==> config.mk <==
export PLATFORM = sky130hd
export DESIGN_NAME = apb_traffic_regfile_flat
export DESIGN_NICKNAME = d
export VERILOG_FILES = /design/src/rtl/apb_traffic_regfile_if.sv /design/src/rtl/apb_traffic_regfile.sv /design/src/flat_wrapper.sv
export SDC_FILE = /design/constraint.sdc
export NUM_CORES = 1
export LEC_CHECK = 0
export BUFFER_PORTS_ARGS = -buffer_cell sky130_fd_sc_hd__buf_2
export CORE_ASPECT_RATIO = 0.6
export CORE_MARGIN = 3
export CORE_UTILIZATION = 55
export CTS_CLUSTER_DIAMETER = 60
export DETAILED_ROUTE_END_ITERATION = 7
export PLACE_DENSITY = 0.89
export RECOVER_POWER = 25
export SLEW_MARGIN = 10
export SYNTH_ARGS = -nofsm -noshare
export SYNTH_HDL_FRONTEND = slang
export SYNTH_SLANG_ARGS = --single-unit
==> constraint.sdc <==
create_clock -name pclk -period 4.4 [get_ports pclk]
set_clock_uncertainty 0.05 [all_clocks]
set_input_delay 0.66 -clock pclk [delete_from_list [all_inputs] [get_ports pclk]]
set_output_delay 0.66 -clock pclk [all_outputs]
set_load 0.05 [all_outputs]
==> src/rtl/apb_traffic_regfile_if.sv <==
// APB bus bundle between the interconnect (master) and the traffic-light
// register bank (slave).
interface apb_traffic_regfile_if #(
  parameter int ADDR_W = 8
);
  logic [ADDR_W-1:0] paddr;
  logic              psel;
  logic              penable;
  logic              pwrite;
  logic [31:0]       pwdata;
  logic [3:0]        pstrb;
  logic [31:0]       prdata;
  logic              pready;
  logic              pslverr;

  modport master (
    output paddr, psel, penable, pwrite, pwdata, pstrb,
    input  prdata, pready, pslverr
  );

  modport slave (
    input  paddr, psel, penable, pwrite, pwdata, pstrb,
    output prdata, pready, pslverr
  );
endinterface

==> src/rtl/apb_traffic_regfile.sv <==
// APB register bank for the traffic-light sequencer: control, sticky status
// with interrupt, NUM_TIMERS timer profiles, byte strobes, wait states, pslverr.
module apb_traffic_regfile #(
  parameter int NUM_TIMERS  = 2,
  parameter int WAIT_STATES = 0,
  parameter int ADDR_W      = 8
) (
  input  logic                   pclk,
  input  logic                   presetn,
  apb_traffic_regfile_if.slave   apb,
  input  logic [1:0]             hw_state_i,
  output logic [2:0]             ctl_o,
  output logic [2:0]             profile_o,
  output logic [31:0]            active_timer_o,
  output logic                   irq_o
);

  localparam logic [1:0] WAIT_MAX = 2'(WAIT_STATES);
  localparam logic [3:0] NUM_T    = 4'(NUM_TIMERS);

  typedef enum logic {S_IDLE, S_WAIT} state_e;

  function automatic logic [31:0] timer_rst(int i);
    case (i)
      0:       return 32'hCAFE_1234;
      1:       return 32'hFACE_5678;
      default: return 32'h0;
    endcase
  endfunction

  state_e      state_q;
  logic [1:0]  wcnt_q;

  logic [2:0]  ctl_q,     ctl_d;
  logic [2:0]  profile_q, profile_d;
  logic        irq_en_q,  irq_en_d;
  logic [1:0]  hw_q,      hw_d;
  logic        chg_q,     chg_d;
  logic        irq_q,     irq_d;
  logic [31:0] timer_q [NUM_TIMERS];
  logic [31:0] timer_d [NUM_TIMERS];

  logic [ADDR_W-1:0]     addr;
  logic [3:0]            idx;
  logic                  access, ready, err, wr_en;
  logic                  is_ctl, is_stat, is_irqen, bad_prof, mapped;
  logic [NUM_TIMERS-1:0] timer_hit;
  logic [31:0]           rd_data;

  assign addr   = apb.paddr;
  assign idx    = addr[5:2];
  assign access = apb.psel & apb.penable;
  // Gated by presetn so the bus side reads idle the instant reset asserts.
  assign ready  = presetn & access & (wcnt_q == WAIT_MAX);

  // NOTE: sequential state uses non-blocking assignments so every flop samples
  // pre-edge values regardless of statement order.
  always_ff @(posedge pclk or negedge presetn) begin
    if (!presetn) begin
      state_q <= S_IDLE;
      wcnt_q  <= 2'd0;
    end else begin
      case (state_q)
        S_IDLE: if (access && WAIT_STATES > 0) begin
          state_q <= S_WAIT;
          wcnt_q  <= 2'd1;
        end
        S_WAIT: if (!access || ready) begin
          state_q <= S_IDLE;
          wcnt_q  <= 2'd0;
        end else begin
          wcnt_q  <= wcnt_q + 2'd1;
        end
        default: begin
          state_q <= S_IDLE;
          wcnt_q  <= 2'd0;
        end
      endcase
    end
  end

  // NOTE: every always_comb output gets a default first, so no path infers a latch.
  always_comb begin
    timer_hit = '0;
    for (int i = 0; i < NUM_TIMERS; i++) timer_hit[i] = (idx == 4'(4 + i));
  end

  assign is_ctl   = (idx == 4'd0);
  assign is_stat  = (idx == 4'd1);
  assign is_irqen = (idx == 4'd2);
  assign mapped   = ((addr >> 6) == '0) && (addr[1:0] == 2'b00) &&
                    (is_ctl || is_stat || is_irqen || (|timer_hit));
  assign bad_prof = apb.pwrite & is_ctl & apb.pstrb[0] &
                    ({1'b0, apb.pwdata[6:4]} >= NUM_T);
  assign err      = !mapped | bad_prof;
  assign wr_en    = ready & apb.pwrite & !err;

  always_comb begin
    rd_data = '0;
    if (is_ctl)   rd_data = {25'd0, profile_q, 1'b0, ctl_q};
    if (is_stat)  rd_data = {23'd0, chg_q, 6'd0, hw_q};
    if (is_irqen) rd_data = {31'd0, irq_en_q};
    for (int i = 0; i < NUM_TIMERS; i++)
      if (timer_hit[i]) rd_data = timer_q[i];
  end

  assign apb.prdata  = (ready & !apb.pwrite & !err) ? rd_data : 32'd0;
  assign apb.pslverr = ready & err;
  assign apb.pready  = ready;

  always_comb begin
    ctl_d     = ctl_q;
    profile_d = profile_q;
    irq_en_d  = irq_en_q;
    timer_d   = timer_q;
    hw_d      = hw_state_i;
    chg_d     = chg_q;
    if (wr_en && is_ctl && apb.pstrb[0]) begin
      ctl_d     = apb.pwdata[2:0];
      profile_d = apb.pwdata[6:4];
    end
    if (wr_en && is_irqen && apb.pstrb[0]) irq_en_d = apb.pwdata[0];
    for (int i = 0; i < NUM_TIMERS; i++)
      for (int b = 0; b < 4; b++)
        if (wr_en && timer_hit[i] && apb.pstrb[b])
          timer_d[i][8*b +: 8] = apb.pwdata[8*b +: 8];
    if (wr_en && is_stat && apb.pstrb[1] && apb.pwdata[8]) chg_d = 1'b0;
    // A new hardware state on the clearing edge must not be lost.
    if (hw_state_i != hw_q) chg_d = 1'b1;
    irq_d = chg_d & irq_en_d;
  end

  // NOTE: the timer array holds configuration with defined power-on values,
  // so it is reset like ordinary flops rather than treated as RAM.
  always_ff @(posedge pclk or negedge presetn) begin
    if (!presetn) begin
      ctl_q     <= 3'd0;
      profile_q <= 3'd0;
      irq_en_q  <= 1'b0;
      hw_q      <= 2'd0;
      chg_q     <= 1'b0;
      irq_q     <= 1'b0;
      for (int i = 0; i < NUM_TIMERS; i++) timer_q[i] <= timer_rst(i);
    end else begin
      ctl_q     <= ctl_d;
      profile_q <= profile_d;
      irq_en_q  <= irq_en_d;
      hw_q      <= hw_d;
      chg_q     <= chg_d;
      irq_q     <= irq_d;
      for (int i = 0; i < NUM_TIMERS; i++) timer_q[i] <= timer_d[i];
    end
  end

  always_comb begin
    active_timer_o = timer_q[0];
    for (int i = 0; i < NUM_TIMERS; i++)
      if (profile_q == 3'(i)) active_timer_o = timer_q[i];
  end

  assign ctl_o     = ctl_q;
  assign profile_o = profile_q;
  assign irq_o     = irq_q;

endmodule
==> src/flat_wrapper.sv <==
// flat-port wrapper written by rule: the top's interface ports become plain ports
module apb_traffic_regfile_flat 
#(
  parameter int NUM_TIMERS  = 2,
  parameter int WAIT_STATES = 0,
  parameter int ADDR_W      = 8
)
  (pclk, presetn, hw_state_i, ctl_o, profile_o, active_timer_o, irq_o, apb_paddr, apb_psel, apb_penable, apb_pwrite, apb_pwdata, apb_pstrb, apb_prdata, apb_pready, apb_pslverr);
  apb_traffic_regfile_if #(.ADDR_W(ADDR_W)) apb_i ();
  input  logic pclk;
  input  logic presetn;
  input  logic [1:0] hw_state_i;
  output logic [2:0] ctl_o;
  output logic [2:0] profile_o;
  output logic [31:0] active_timer_o;
  output logic irq_o;
  input wire logic [$bits(apb_i.paddr)-1:0] apb_paddr;
  input wire logic [$bits(apb_i.psel)-1:0] apb_psel;
  input wire logic [$bits(apb_i.penable)-1:0] apb_penable;
  input wire logic [$bits(apb_i.pwrite)-1:0] apb_pwrite;
  input wire logic [$bits(apb_i.pwdata)-1:0] apb_pwdata;
  input wire logic [$bits(apb_i.pstrb)-1:0] apb_pstrb;
  output wire logic [$bits(apb_i.prdata)-1:0] apb_prdata;
  output wire logic [$bits(apb_i.pready)-1:0] apb_pready;
  output wire logic [$bits(apb_i.pslverr)-1:0] apb_pslverr;
  assign apb_i.paddr = apb_paddr;
  assign apb_i.psel = apb_psel;
  assign apb_i.penable = apb_penable;
  assign apb_i.pwrite = apb_pwrite;
  assign apb_i.pwdata = apb_pwdata;
  assign apb_i.pstrb = apb_pstrb;
  assign apb_prdata = apb_i.prdata;
  assign apb_pready = apb_i.pready;
  assign apb_pslverr = apb_i.pslverr;
  apb_traffic_regfile #(.NUM_TIMERS(NUM_TIMERS), .WAIT_STATES(WAIT_STATES), .ADDR_W(ADDR_W)) u_core (.pclk(pclk), .presetn(presetn), .apb(apb_i), .hw_state_i(hw_state_i), .ctl_o(ctl_o), .profile_o(profile_o), .active_timer_o(active_timer_o), .irq_o(irq_o));
endmodule
# == Yosys cells after proc, flatten, opt, wreduce, memory -nomap -nowiden ==
# Index checks and enable logic that the tools add are counted.
# totals
register_bits,78
input_bits,51
elab_cells,82
# op_classes
addsub,1
order_cmp,1
n_eq_ne,6
muxes,13
bitwise_logic,13
n_reduce_logical,32
# ops
cell,count
two-way mux 32 bit,4
logical AND 1 bit,19
two-way mux 9 bit,2
bitwise AND 1 bit,12
"equality test 4 x 3 -> 1 bit, second input constant",2
zero test 8 bit,1
two-way mux 7 bit,1
two-way mux 1 bit,5
"equality test 4 x 1 -> 1 bit, second input constant",1
"equality test 4 x 2 -> 1 bit, second input constant",1
zero test 1 bit,4
zero test 2 bit,2
zero test 4 bit,1
logical OR 1 bit,4
"equality test 3 x 1 -> 1 bit, second input constant",1
">= comparator 3 x 2 -> 1 bit, second input constant",1
"adder 2 x 1 -> 2 bit, second input constant",1
two-way mux 2 bit,1
inequality test 2 bit,1
OR reduction 2 bit,1
bitwise OR 1 bit,1

# == Logic depth before layout (Yosys ltp) ==
# logic_depth
ltp_word,15
ltp_mapped,8
mapped_depth_nobuf,6

# == Worst setup path after synthesis ==
# No wires, ideal clock.
# synth_timing
path_type,input to output
start,in apb_paddr[5]
end,out apb_prdata[8]
arrival_ns,3.239
setup_slack_ns,0.451
stages,6
path_cell_list,buf_4 nor4_1 and3b_1 buf_2 nand3b_1 nor4_1
# synth_between
elab_chain_cells,10
elab_cells_between_ends,22
# synth_rtl
element,line_no,source
start: declaration,flat_wrapper.sv:17,input wire logic [$bits(apb_i.paddr)-1:0] apb_paddr;
equality test 4 x 1 -> 1 bit / zero test 4 bit (equally long branches),"apb_traffic_regfile.sv:89, apb_traffic_regfile.sv:88",
logical OR 1 bit (3 in series),apb_traffic_regfile.sv:92,(is_ctl || is_stat || is_irqen || (|timer_hit));
logical AND 1 bit,apb_traffic_regfile.sv:91,assign mapped = ((addr >> 6) == '0) && (addr[1:0] == 2'b00) &&
zero test 1 bit,apb_traffic_regfile.sv:95,assign err = !mapped | bad_prof;
bitwise OR 1 bit,apb_traffic_regfile.sv:95,
zero test 1 bit,apb_traffic_regfile.sv:107,assign apb.prdata = (ready & !apb.pwrite & !err) ? rd_data : 32'd0;
bitwise AND 1 bit,apb_traffic_regfile.sv:107,
two-way mux 32 bit *,apb_traffic_regfile.sv:107,
end: declaration,flat_wrapper.sv:23,output wire logic [$bits(apb_i.prdata)-1:0] apb_prdata;
# Every way passes the cells marked *; elsewhere a longest branch is shown, timed or not.

# == Final worst setup path ==
# layout_timing
start,in apb_paddr[6]
end,out apb_prdata[20]
# layout_between
elab_chain_cells,8
# layout_rtl
element,line_no
zero test 8 bit,apb_traffic_regfile.sv:91
logical AND 1 bit (2 in series),apb_traffic_regfile.sv:91
zero test 1 bit,apb_traffic_regfile.sv:95
bitwise OR 1 bit,apb_traffic_regfile.sv:95
zero test 1 bit,apb_traffic_regfile.sv:107
bitwise AND 1 bit,apb_traffic_regfile.sv:107
two-way mux 32 bit,apb_traffic_regfile.sv:107
# No other way between the ends.

==> key figures <==
Outcome
  – Failing checks: capacitance limit, slew limit
  – Status: finished, violations left

STA
  – F_max: 290.2 MHz
  – Tmin final: 3.446 ns
  – Worst Tran Pin Value: 1.846 ns
  – Part of the cycle the worst path needs: between 70% and 80%
  – Setup-failing EPs final: 0
  – Rel. slew slack: -23.06%
  – Final hold viol count: 0
  – Post-route setup slack: 0.9544 ns
  – TNS Setup: 0 ns
  – Final slew viol count: 79
  – RSZ-0062 raised after global routing: false

Route
  – WL met2: 4697 µm
  – Drt initial violations: 181
  – Metal1 wirelength: 4767 µm
  – Via/cell ratio: 5.835
  – DRC viols: 0
  – WL met3: 706 µm
  – Drt wl/cell: approximately 19 µm
  – DR vias: 3192
  – Pre-antenna DRT Iters: 5
  – Remaining antenna violation count after routing: 0
  – Drt total wl: between 10000 and 15000 µm
  – Top layer in use: met5

Logic synthesis
  – Synth Warn #: 0
  – Synth cell count leaders: 101 x mux2_2, 43 x dfrtp_1, 35 x dfstp_2, 35 x nor2_1, 26 x a22oi_1
  – Number of synthesized flops with an enable pin: 0
  – Yosys cell types: 39
  – Sequential area share after synthesis: between 40% and 50%
  – Fraction of registers with async set/reset: 100.0%
  – Largest area contributor in the netlist: mux2_2
  – Avg Inst Size Synth: 12.80 µm²
  – Share of the synthesized area in the top cell type: 27.59%
  – Top_reg_cell synth: dfrtp_1
  – Yosys reg bits: 78
  – Mapped cell area: 0.004123 mm²
  – Post-Syn Nets: 374
  – Synth top area cells: mux2_2 28%, dfrtp_1 26%, dfstp_2 22%, a22oi_1 4.7%, nand4_4 3.6%
  – Cell count after synthesis: 322
  – Most common cell in the netlist: mux2_2

Pwr
  – Max VDD drop: 0.2328 mV
  – LEAKAGE: 2.536 nW
  – PD cells: 289.7 mW/mm²
  – Power Total: 1.477 mW

CTS
  – Resize count post-CTS: 0
  – CTS max path bufs: 2
  – Clock slew seen by the registers of the worst setup and hold paths: 0.06 ns
  – Post-CTS setup buffer count: 0
  – Hold bufs inserted after CTS: 0
  – Clk_lat worst skew: 0.32 ns
  – Clock root cell: clkbuf_16
  – CTS tree: done
  – CTS sink count: 78
  – CTS Buf Count: 9
  – CTS H-tree depth: 3

Setup path
  – CP startpoint: apb_paddr[6]
  – Crit path max fanout: 23
  – Setup crit end kind: primary output
  – Reg2reg setup slack: approximately 2.2 ns
  – Critical Path RT: approximately 3.7 ns
  – Startpoint types: input pin
  – Reg2reg start: u_core.wcnt_q[0]$_DFFE_PN0P_
  – Critical path class: in -> out
  – Data arrival time at the worst-slack endpoint: 2.74 ns

Placed design
  – IO Port Bufs: around 120
  – HPWL Detailed: 7016 µm
  – Placer Congestion: 0.8132
  – Placed instance area: 0.004823 mm²
  – Dpl ws: 0.9617 ns

Global route
  – Total global-route track usage: between 20% and 30%
  – Vias in the first global route: 3299
  – First-pass GRT wire length: 16840 µm
  – Pin count of the biggest net entering global routing: 79
  – Initial antenna violation count: 1
  – GRT overflow: 0

Worst hold path
  – Hold Crit Class: reg -> reg
  – Min-delay src: u_core.state_q$_DFF_PN0_

Floorplan
  – IO Pins: 124
  – Die ar.: 0.008605 mm²
  – Initial Utilization: 59.20%
  – Die height: 73.07 µm
  – Num rows: 23
  – Die width: 117.8 µm
  – Total core area: 0.006964 mm²

Final layout
  – Antenna cell count: 0
  – FILL cells: 489
  – Design area: between 0.005 and 0.006 mm²
  – Final Util: approximately three quarters
  – Layout cells sized above 1: between 60% and 70%
  – Fin nets: 494
  – Area grow syn2layout: 23.64%

Run
  – Max-cap violation count: 1
cell families after synthesis:
kind of cell	Yosys count	share of synthesized area, %
DFF	78	48.41
xor gates and xnor gates	2	0.4250
AOI/OAI and AO/OA	43	8.528
and+or+nand+nor	73	12.11
adders and majority gates	1	0.3034
buffers and inverters	24	2.640
muxes	101	27.59
flip-flops by register name (all words and copies together) (netlist names):
signal,cells
u_core.chg_q,1
u_core.irq_o,1
u_core.wcnt_q,2
u_core.hw_q,2
u_core.ctl_o,3
u_core.state_q,1
u_core.profile_o,3
u_core.irq_en_q,1
u_core.timer_q,64
cell type report:
type                       count  area (µm²)  area share (%)
multi-input combinational    220        2024           39.72
clock inverter                 3       18.77          0.3682
sequential                    78        1996           39.15
clock buffer                  13       260.3           5.106
tap                          100       125.1           2.455
inverter                       4       15.01          0.2946
timing repair buffer         129       658.1           12.91
per-stage QoR:
step,hold WS [ns],instances
floorplan,0.3144,322
CTS,0.4098,547
global route,0.4269,547
global placement,0.4011,531
detailed placement,0.4289,531
finish,0.4334,547
where the power goes:
part / internal, mW / switching (mW) / total, mW
Combinational: 0.0241 / 0.0472 / 0.0713
Sequential: 0.720 / 0.000725 / 0.721
Clock: 0.412 / 0.273 / 0.685
cell usage in the layout (no fill, tap or decap), types with 2 or more instances in the layout:
| cell | Yosys | layout |
|---|---|---|
| o21ai_0 | 4 | 4 |
| clkbuf_16 | 0 | 9 |
| inv_1 | 4 | 4 |
| dfstp_2 | 35 | 35 |
| buf_2 | 3 | 120 |
| a222oi_1 | 6 | 6 |
| clkinv_2 | 0 | 2 |
| nor2b_1 | 5 | 5 |
| nor4_1 | 4 | 4 |
| nand4_4 | 7 | 7 |
| clkbuf_1 | 14 | 4 |
| xor2_1 | 2 | 2 |
| a22oi_1 | 26 | 26 |
| mux2_2 | 101 | 101 |
| buf_4 | 2 | 5 |
| dfrtp_1 | 43 | 43 |
| clkbuf_8 | 0 | 2 |
| nor2_1 | 35 | 35 |
| a22o_1 | 2 | 2 |
| nand2_1 | 6 | 6 |
critical path: stages:
cell and delay (ns):
buf_2 0.10, nor4_1 0.37, and3b_1 0.21, buf_4 0.25
nand3b_1 0.35, buf_4 0.36, nor2_1 0.14, buf_2 0.28
final timing paths:
kind,cells past startpoint,to
min in group asynchronous,2,u_core.wcnt_q[0]$_DFFE_PN0P_
worst max register to register,6,u_core.timer_q[16]$_DFFE_PN0P_
worst max-delay path,8,apb_prdata[20]
worst min register to register,1,u_core.wcnt_q[1]$_DFFE_PN0P_
max in group asynchronous,2,u_core.timer_q[26]$_DFFE_PN0P_
worst min-delay path,1,u_core.wcnt_q[1]$_DFFE_PN0P_
routing by layer:
metal | global-route usage, % | up-vias
li1 | - | 1449
met1 | 33.77 | 1599
met2 | 40.39 | 130
met3 | 6.739 | 12
met4 | 6.104 | 2
met5 | 0 | -
Note: power is estimated with default switching activity, not from simulation.
